`config.mk`:
```
export PLATFORM = sky130hd
export DESIGN_NAME = cv32e40p_irq_arbiter
export DESIGN_NICKNAME = d
export VERILOG_FILES = /design/src/rtl/cv32e40p_irq_arbiter.sv
export SDC_FILE = /design/constraint.sdc
export NUM_CORES = 1
export LEC_CHECK = 0
export BUFFER_PORTS_ARGS = -buffer_cell sky130_fd_sc_hd__buf_4
export CAP_MARGIN = 15
export CORE_ASPECT_RATIO = 0.7
export CORE_MARGIN = 4
export CORE_UTILIZATION = 31
export CTS_CLUSTER_SIZE = 25
export DETAILED_ROUTE_END_ITERATION = 10
export PLACE_DENSITY_LB_ADDON = 0.12
export SLEW_MARGIN = 30
export SYNTH_ARGS = -nofsm -noshare
export SYNTH_HDL_FRONTEND = slang
export SYNTH_SLANG_ARGS = --single-unit
```
`constraint.sdc`:
```
create_clock -name clk_i -period 2.5 [get_ports clk_i]
set_clock_uncertainty 0.2 [all_clocks]
set_input_delay 0.25 -clock clk_i [delete_from_list [all_inputs] [get_ports clk_i]]
set_output_delay 0.25 -clock clk_i [all_outputs]
set_load 0.05 [all_outputs]
```
`src/rtl/cv32e40p_irq_arbiter.sv`:
```
// Interrupt arbiter feeding the CV32E40P irq_i bus: pending/enable registers, one-at-a-time grant, ack retire.
// Optional watchdog and BACKOFF state are built only when CV32E40P_IRQ_TIMEOUT_EN is defined.
module cv32e40p_irq_arbiter #(
  parameter logic [31:0] VALID_MASK     = 32'hFFFF_0888,
  parameter int          TIMEOUT_CYCLES = 64,
  parameter int          CNT_W          = 8
) (
  input  logic             clk_i,
  input  logic             rst_n,
  input  logic [31:0]      src_irq_i,
  input  logic             cfg_we_i,
  input  logic [31:0]      cfg_en_i,
  input  logic             irq_ack_i,
  input  logic [4:0]       irq_id_i,
  output logic [31:0]      irq_o,
  output logic [31:0]      pending_o,
  output logic [31:0]      enable_o,
  output logic             busy_o,
  output logic             spurious_o,
  output logic             timeout_o,
  output logic [CNT_W-1:0] timeout_cnt_o
);

  // state   | meaning
  // IDLE    | no interrupt presented, arbitrate candidates
  // ASSERT  | one interrupt presented, waiting for its ack
  // BACKOFF | one quiet cycle after a watchdog withdrawal
  localparam logic [1:0] IDLE    = 2'd0;
  localparam logic [1:0] ASSERT  = 2'd1;
  localparam logic [1:0] BACKOFF = 2'd2;

  logic [1:0]  state;
  logic [31:0] pending;
  logic [31:0] enable;
  logic [4:0]  grant_id;
  logic [31:0] cand;
  logic [31:0] clr;
  logic [31:0] pending_nxt;
  logic [4:0]  winner;
  logic        ack_match;
  logic        wd_expire;

  assign cand      = pending & enable;
  assign ack_match = (state == ASSERT) && irq_ack_i && (irq_id_i == grant_id);
  assign clr       = ack_match ? (32'd1 << grant_id) : 32'd0;
  // A new request in the same cycle as its clear keeps the bit pending.
  assign pending_nxt = (pending & ~clr) | (src_irq_i & VALID_MASK);

  // Lowest priority assigned first so that later, higher-priority hits override it.
  always_comb begin
    winner = 5'd0;
    if (cand[7])  winner = 5'd7;
    if (cand[3])  winner = 5'd3;
    if (cand[11]) winner = 5'd11;
    for (int i = 16; i < 32; i++) begin
      if (cand[i]) winner = 5'(i);
    end
  end

  always_ff @(posedge clk_i) begin
    if (!rst_n) begin
      state      <= IDLE;
      pending    <= 32'd0;
      enable     <= 32'd0;
      grant_id   <= 5'd0;
      irq_o      <= 32'd0;
      spurious_o <= 1'b0;
    end else begin
      pending    <= pending_nxt;
      spurious_o <= irq_ack_i && !ack_match;
      if (cfg_we_i) enable <= cfg_en_i & VALID_MASK;
      case (state)
        IDLE: begin
          if (|cand) begin
            grant_id <= winner;
            irq_o    <= 32'd1 << winner;
            state    <= ASSERT;
          end else begin
            irq_o <= 32'd0;
          end
        end
        ASSERT: begin
          if (ack_match || !enable[grant_id]) begin
            irq_o <= 32'd0;
            state <= IDLE;
          end else if (wd_expire) begin
            irq_o <= 32'd0;
            state <= BACKOFF;
          end
        end
        BACKOFF: begin
          irq_o <= 32'd0;
          state <= IDLE;
        end
        default: begin
          irq_o <= 32'd0;
          state <= IDLE;
        end
      endcase
    end
  end

  assign pending_o = pending;
  assign enable_o  = enable;
  assign busy_o    = (state == ASSERT);

`ifdef CV32E40P_IRQ_TIMEOUT_EN
  localparam int WD_W = $clog2(TIMEOUT_CYCLES) + 1;
  localparam logic [WD_W-1:0] WD_LAST = WD_W'(TIMEOUT_CYCLES - 1);

  logic [WD_W-1:0] wdog;
  logic            wd_run;

  // Watchdog only counts while the grant is still live (no ack, not withdrawn).
  assign wd_run    = (state == ASSERT) && !ack_match && enable[grant_id];
  assign wd_expire = (wdog == WD_LAST);

  always_ff @(posedge clk_i) begin
    if (!rst_n) begin
      wdog          <= '0;
      timeout_o     <= 1'b0;
      timeout_cnt_o <= '0;
    end else begin
      timeout_o <= 1'b0;
      if (wd_run) begin
        if (wd_expire) begin
          wdog      <= '0;
          timeout_o <= 1'b1;
          if (timeout_cnt_o != {CNT_W{1'b1}}) timeout_cnt_o <= timeout_cnt_o + 1'b1;
        end else begin
          wdog <= wdog + 1'b1;
        end
      end else begin
        wdog <= '0;
      end
    end
  end
`else
  assign wd_expire     = 1'b0;
  assign timeout_o     = 1'b0;
  assign timeout_cnt_o = '0;
`endif

endmodule

```
# Word level (Yosys, flattened, before mapping)
# Cells that the tools add are included.
# word_totals
ff_bits	91
input_bits	73
output_inout_bits	107
elab_cells	55
# op_classes
n_lt_le_gt_ge	1
eq_ne	4
shifts	2
n_mux	28
bitwise_logic	4
reduce_logical	10
# ops
operator	count
two-way mux 32 bit	3
two-way mux 5 bit	16
AND 32 bit	2
one-hot mux 32 bit (2 select lines)	1
left shift 1 x 5 -> 32 bit, first input constant	2
inverter 32 bit	1
bitwise OR 32 bit	1
OR reduction 32 bit	1
less-than comparator 5 x 6 -> 1 bit, second input constant	1
two-way mux 3 bit	2
binary-select mux 1 bit (select 5 bit)	1
equality test 5 bit	1
two-way mux 2 bit	2
two-way mux 4 bit	1
one-hot mux 2 bit (2 select lines)	1
AND reduction 2 bit	2
logical AND 1 bit	3
equality test 2 x 1 -> 1 bit, second input constant	1
logical NOT 1 bit	2
logical NOT 2 bit	1
!= test 2 x 1 -> 1 bit, second input constant	1
!= test 2 bit, second input constant	1
logical OR 1 bit	1
two-way mux 1 bit	1

# Depth between registers and ports, before layout
# Gate-level depths: netlist of the first run.
# logic_depth
word_depth	23
mapped_depth	9
ltp_nobuf	6

# Worst setup path before layout of the first run
# OpenSTA, ideal clock, no wires.
# synth_timing
kind	register -> register
from	reg enable[29] (netlist: enable_o[29])
to	reg irq_o[22]
t_arrival_ns	2.177
required_time_ns	2.238
path_slack_ns	0.061
path_stages_with_launch	9
period_less_slack_ns	2.439
cell_sequence	dfxtp_1 > mux4_2 > mux2i_1 > and3_1 > nor4_2 > and2_1 > buf_6 > buf_6 > a32o_1
# synth_between
elab_chain_len	7
# synth_lines
element	line_no	source
from (decl)	34	logic [31:0] enable;
from (signal assigned)	71	if (cfg_we_i) enable <= cfg_en_i & VALID_MASK;
parallel branches: the longest is 7 deep, another holds binary-select mux 1 bit (select 5 bit)	-	
to (signal assigned)	76	irq_o <= 32'd1 << winner;
to (decl)	15	output logic [31:0] irq_o,
# Parallel ways; which one is timed is not known. The select of a mux whose other input is x is not followed.
# A chain may end at the register's enable or synchronous reset.

# Worst setup path after layout of the first run
# layout_timing
from	reg grant_id[0]
to	reg irq_o[11]
# layout_between
elab_chain_len	5
# layout_lines
element	line_no	source
from (decl)	35	logic [4:0] grant_id;
from (signal assigned)	75	grant_id <= winner;
binary-select mux 1 bit (select 5 bit)	83	if (ack_match || !enable[grant_id]) begin
two-way mux 1 bit (not written as such)	83	
logical NOT 1 bit	83	
logical OR 1 bit (*)	83	
!= test 2 x 1 -> 1 bit (no source line) (*)	-	
# Every way passes the cells marked *; elsewhere a longest branch is shown, timed or not. The select of a mux whose other input is x is not followed.

==> results of run 1 <==
-- worst max-delay path: cells and delay by family, from the launching register on --
family,cells,cell delay (ps)
flip-flops,1,400
AND/OR/NAND/NOR,3,420
buffers and inverters,1,150
AO/OA/AOI/OAI,1,220
multiplexers,2,830
-- through the flow --
| stage | power [W] | cell area (um2) |
|---|---|---|
| after floorplan | 0.00224 | 3950 |
| after global placement | 0.00256 | 5160 |
| after detailed placement | 0.00257 | 5160 |
| after CTS | 0.00408 | 5860 |
| after global routing | 0.00423 | 5880 |
| final | 0.00406 | 5880 |
-- power groups by stage --
stage	registers [W]	logic (W)	clock network, W
global placement	0.00164	0.000919	0
global route	0.00162	0.00106	0.00156
finish	0.00161	0.000985	0.00147
CTS	0.00160	0.000979	0.00150
detailed placement	0.00164	0.000928	0
floorplan	0.00176	0.000472	0
-- cells by family (layout without fill, tap and decap cells) --
family | count (synthesis) | count (layout)
simple gates | 135 | 135
compound gates | 107 | 107
flops | 90 | 90
buf+inv | 45 | 224
mux | 27 | 27
xor+xnor | 5 | 5
other cells | 1 | 22
-- registers in the layout, indices dropped and copies added (netlist names) --
register,cells
enable_o,19
grant_id,5
spurious_o,1
state,1
irq_o,32
pending_o,32
-- cell usage in the layout, fill, tap and decap left out, types with 5 or more instances in the layout --
cell           netlist  layout
buf_4               23     168
dfxtp_1             90      87
dlygate4sd3_1        0      37
a21oi_1             35      35
nand2_1             31      30
nor2_1              26      26
nor2b_1             23      23
mux2i_1             22      22
o21ai_0             22      22
conb_1               1      22
and3_1              16      16
nor3_1              13      13
a22o_1               9       9
a32o_1               9       9
clkbuf_16            0       9
o2bb2ai_1            8       8
and2_1               7       7
a22oi_1              6       6
xnor2_1              5       5
-- cell type report --
type / instances / area share (%)
clock buffers: 12 / 4.20
clock inverters: 4 / 1.28
inverters: 2 / 0.128
multi-input cells: 296 / 32.2
flip-flops and latches: 90 / 30.7
well taps: 157 / 3.34
repair buffers: 206 / 28.1
-- repair_timing --
action                                 4_1_cts  5_1_grt
hold buffers                                37        0
setup endpoints to repair                    0       33
endpoints found under the hold margin       37        0
resized for setup                            0        6
-- layer usage --
layer  part of all wire [%]  GRT usage, %  vias up
met2                     41          26.0      139
li1                       -             -     1842
met5                      0             0        -
met4                   0.82          4.06        0
met3                    8.6          6.28        8
met1                     50          25.9     1777
-- path summary, 6_finish.rpt --
path,endpoint,slack [ps],start,depth (start not counted)
max,irq_o[11],150,grant_id[0],7
min,pending_o[18],30,src_irq_i[18],3
max reg2reg,irq_o[11],150,grant_id[0],7
min reg2reg,pending_o[4],230,pending_o[4],2
==> metrics.cfg, run 1 <==
[die]
start_util_pct=32.4
die_width_um=142
coreArea_mm2=0.0120
io_pins=180
die_area_mm2=0.0144
die_h_um=102
rows=33

[placed_design]
portBuffers=131
dpl.hpwl_um=9870
placedCellCount=714
gp_congestion=0.864
dp_slack_ps=10.1

[setup_path]
start_kind=flop
slowest_stage=mux4_2
cp_max_fo=19
criticalPathCategory=reg2reg
worst_path_largest_cell_delay_ps=540
crit_path_end_kind=flop
critPathArrivalTime_ps=2380
required_ps=2530
path_cells=mux4_2 > mux2_2 > nor3b_2 > nor4_2 > and2_1 > buf_12 > a22o_1

[global_route]
overflow=0
antenna_found_initial=0
first_global_vias=3688
grt_use_total_pct=18.0
grt_pass1_wl_um=20300
grt_max_degree=53

[logic_synthesis]
synth-adder-area-share_pct=0
netlist_area_mm2=0.00387
syn_area_per_cell_um2=9.45
synthFlopType=dfxtp_1
synth-compound-area-share_pct=18.8
yosys.area.top_type=dfxtp_1
synth_edf_count=0
synth_area_leaders=dfxtp_1, mux2i_1, a21oi_1
synth.most_common_cell=dfxtp_1
synth.area.mux_share_pct=8.30
yosys-top-cells-count=dfxtp_1, a21oi_1, nand2_1
ys_seq_area_share_pct=46.5
synth_top_family_by_area=compound AO/OA/AOI/OAI gates
synth-simple-area-share_pct=18.1
syn_inst=410
ys_types=49
synth_top_cell_area_share_pct=46.5
ys_warn_count=0
async_reset_ff_share_pct=0
yosys_register_bits=90
synth_xor_area_share_pct=1.13

[drt]
dr.pass1.iters=5
ant_nets=0
vias=3766
wl_per_cell_um=16.8
viasPerCell=4.91
drc=0
drt_wl_total_um=12900
drt_iter0_drc=299

[layout]
syn2layout_area_growth_pct=51.6
seq_area_mm2=0.00181
multi_input_area_mm2=0.00189
drive_gt1_share_pct=32.5
diodes=0
num-fill-cells=1137
layout.nets=678
stdcell_count=767
utilization_pct=49.1

[status]
status=finished clean

[sta]
finalSetupTns_ps=0
timing.final.crit_share_pct=94.0
max_freq_mhz=426
rsz0062_at_grt=false
layout_setup_ws_ps=151
setup_violations=0
slew_viol_final=0
finalHoldViolCount=0
whs_ps=26.2
post-route-min-period_ps=2350

[clock_tree]
clkSinkCount=90
cts_buffers=9
cts.path.max_buffers=2
path_clk_slew_ps=60
cts_max_level=3
cts_tree=yes
clk_latency_ps=340
ctsRootBufferMaster=clkbuf_16
postCtsSetupBuffers=0

[power]
internal_power_w=0.00280
p_sw_w=0.00126
clockPowerShare_pct=36.1
power_density_mw_per_mm2=691
ir_worst_vdd_uv=335
swShare_pct=31.1
p_leak_nw=2.66
p_comb_share_pct=24.3
seq_power_share_pct=39.6

[hold_path]
hold_path_class=in2reg

[run]
drv_cap=0

(Power assumes the default switching activity.)
==> inputs of run 2 (changes only) <==
BUFFER_PORTS_ARGS = not set   (was -buffer_cell sky130_fd_sc_hd__buf_4)
CORE_MARGIN = not set   (was 4)
DONT_BUFFER_PORTS = 1   (was not set)
==> run 2 against run 1 <==
Design area fell by 10%. First-iteration DRC count decreased by 23%. Clock-buffer cell count unchanged. Non-clock buffer count shrank 83. Sequential power is essentially flat. Via count decreased by 9.2%. Hold slack gained 27 ps. Combinational power down 6.3%. Largest power group unchanged. Total power fell by 5.5%. Utilization shrank 4.8 points. Setup slack worse by 74 ps. Register-to-register slack lost 70 ps.
==> metrics.cfg, run 2 (synthesized netlist as in run 1, its figures left out) <==
[setup_path]
worst_r2r_endpoint=irq_o[11]  ; unchanged
crit_cells=8  ; was 7
criticalPathCategory=reg2reg  ; unchanged
start_kind=flop  ; unchanged
rr_worst_depth=8  ; was 7
crit_buf_inv=2  ; was 1
rr_startpoint=grant_id[0]  ; unchanged
crit_path_end_kind=flop  ; unchanged
rrSetupSlack_ps=80  ; was 150 ps
critPathArrivalTime_ps=2450  ; was 2380 ps
path_cells=buf_4 > mux4_2 > mux2_2 > nor3b_2 > nor4_2 > and2_1 > buf_12 > a22o_1  ; was mux4_2 > mux2_2 > nor3b_2 > nor4_2 > and2_1 > buf_12 > a22o_1
slowest_stage=mux4_2  ; unchanged
worst_path_largest_cell_delay_ps=540  ; about the same
cp_max_fo=19  ; unchanged
crit_family=multiplexers  ; unchanged
required_ps=2530  ; about the same

[layout]
diodes=0  ; unchanged
num-fill-cells=1151  ; was 1,137
utilization_pct=44.3  ; was 49.1%
layout_commonest_cell=dfxtp_1  ; was buf_4
drive_gt1_share_pct=17.3  ; was 32.5%
final_cell_area_mm2=0.00529  ; was 0.00588 mm2
layout.nets=595  ; was 678
multi_input_area_mm2=0.00189  ; about the same
final_cell_mix=dfxtp_1, buf_4, dlygate4sd3_1, a21oi_1, nand2_1  ; was buf_4, dfxtp_1, dlygate4sd3_1, a21oi_1, nand2_1
syn2layout_area_growth_pct=36.5  ; was 51.6%
seq_area_mm2=0.00180  ; was 0.00181 mm2

[clock_tree]
clk_latency_ps=330  ; was 340 ps
cts_buffers=9  ; unchanged
cts_tree=yes  ; unchanged
path_clk_slew_ps=60  ; about the same
ctsRootBufferMaster=clkbuf_16  ; unchanged
cts_max_level=3  ; unchanged
clkSinkCount=90  ; unchanged
cts.path.max_buffers=2  ; unchanged

[drt]
ant_nets=0  ; unchanged
vias=3421  ; was 3,766
drt_iter0_drc=231  ; was 299
wl_per_cell_um=17.9  ; was 16.8 um
drt_wl_total_um=12300  ; was 12,900 um
drc=0  ; unchanged
viasPerCell=5.00  ; was 4.91
dr.pass1.iters=4  ; was 5

[global_route]
grt_pass1_wl_um=18600  ; was 20,300 um
antenna_found_initial=0  ; unchanged
grt_use_total_pct=19.4  ; was 18.0%
overflow=0  ; unchanged
first_global_vias=3303  ; was 3,688
grt_max_degree=74  ; was 53

[hold_path]
hold_path_class=in2reg  ; unchanged
worstHoldPathCells=4  ; was 3
holdPathEnd=spurious_o  ; was pending_o[18]
min_from=irq_id_i[4]  ; was src_irq_i[18]

[run]
drv_cap=0  ; unchanged

[power]
ir_worst_vdd_uv=359  ; was 335 uV
p_comb_share_pct=24.1  ; was 24.3%
p_leak_nw=2.19  ; was 2.66 nW
clockPowerShare_pct=33.9  ; was 36.1%
power_density_mw_per_mm2=726  ; was 691 mW/mm2
p_sw_w=0.00122  ; was 0.00126 W
power_w=0.00384  ; was 0.00406 W
internal_power_w=0.00261  ; was 0.00280 W
swShare_pct=31.9  ; was 31.1%
seq_power_share_pct=42.1  ; was 39.6%

[sta]
whs_ps=53.2  ; was 26.2 ps
max_freq_mhz=413  ; was 426 MHz
setup_violations=0  ; unchanged
post-route-min-period_ps=2420  ; was 2350 ps
finalSetupTns_ps=0  ; unchanged
rsz0062_at_grt=false  ; unchanged
timing.final.crit_share_pct=96.9  ; was 94.0%
finalHoldViolCount=0  ; unchanged
relSlewSlack_pct=63.4
tightest_slew_ps=548
slew_viol_final=0  ; unchanged

[die]
rows=33  ; unchanged
die_area_mm2=0.0130  ; was 0.0144 mm2
die_width_um=136  ; was 142 um
io_pins=180  ; unchanged
start_util_pct=32.5  ; was 32.4%
die_h_um=95.5  ; was 102 um
coreArea_mm2=0.0119  ; was 0.0120 mm2

[placed_design]
dpl_cell_area_mm2=0.00437  ; was 0.00516 mm2
portBuffers=0  ; was 131
gp_congestion=0.802  ; was 0.864
dpl.hpwl_um=8950  ; was 9870 um

[status]
status=finished clean  ; unchanged

## run 2: layout make-up
| class | count | share of cell area [%] |
|---|---|---|
| Timing Repair Buffer | 123 | 20.9 |
| Multi-Input combinational cell | 296 | 35.7 |
| Clock inverter | 4 | 0.473 |
| Sequential cell | 90 | 34.1 |
| Inverter | 2 | 0.142 |
| Tap cell | 157 | 3.72 |
| Clock buffer | 12 | 5.04 |
## run 2: power groups by stage
stage,Combinational (W),Clock (W),Sequential [W]
final,0.000923,0.00130,0.00161
after floorplan,0.000472,0,0.00176
after detailed placement,0.000808,0,0.00164
after global routing,0.000990,0.00142,0.00162
after global placement,0.000802,0,0.00164
after CTS,0.000919,0.00134,0.00161
## run 2: what timing repair did
item,in CTS,in global routing
gates resized for setup,0,2
buffers inserted,0,0
setup endpoints to repair,0,4
hold endpoints to repair,76,0
hold buffers,60,0
## run 2: per-stage QoR
step           setup WS, ps  std cells
2_1_floorplan          60.7        431
6_report               76.6        684
3_3_place_gp           86.0        608
4_1_cts                64.0        684
5_1_grt                6.17        684
3_5_place_dp           72.8        608
## run 2: layer usage
metal / part of all wire, % / global-route usage, %
met5: 0 / 0
met4: 0.34 / 4.21
met3: 8.5 / 6.96
met2: 42 / 27.8
met1: 49 / 27.4
## run 2: worst min-delay path, cell delays in order
cell and delay [ps]:
xnor2_1 40, nand4_1 70, nor2_1 80, nor2_1 100
## run 2: worst max path at each step
| stage | to | start |
|---|---|---|
| 3_5_place_dp | irq_o[11] | grant_id[0] |
| 6_report | irq_o[11] | grant_id[0] |
| 5_1_grt | irq_o[3] | grant_id[0] |
| 2_1_floorplan | irq_o[22] | enable_o[29] |
| 3_3_place_gp | irq_o[11] | grant_id[0] |
| 4_1_cts | irq_o[11] | grant_id[0] |
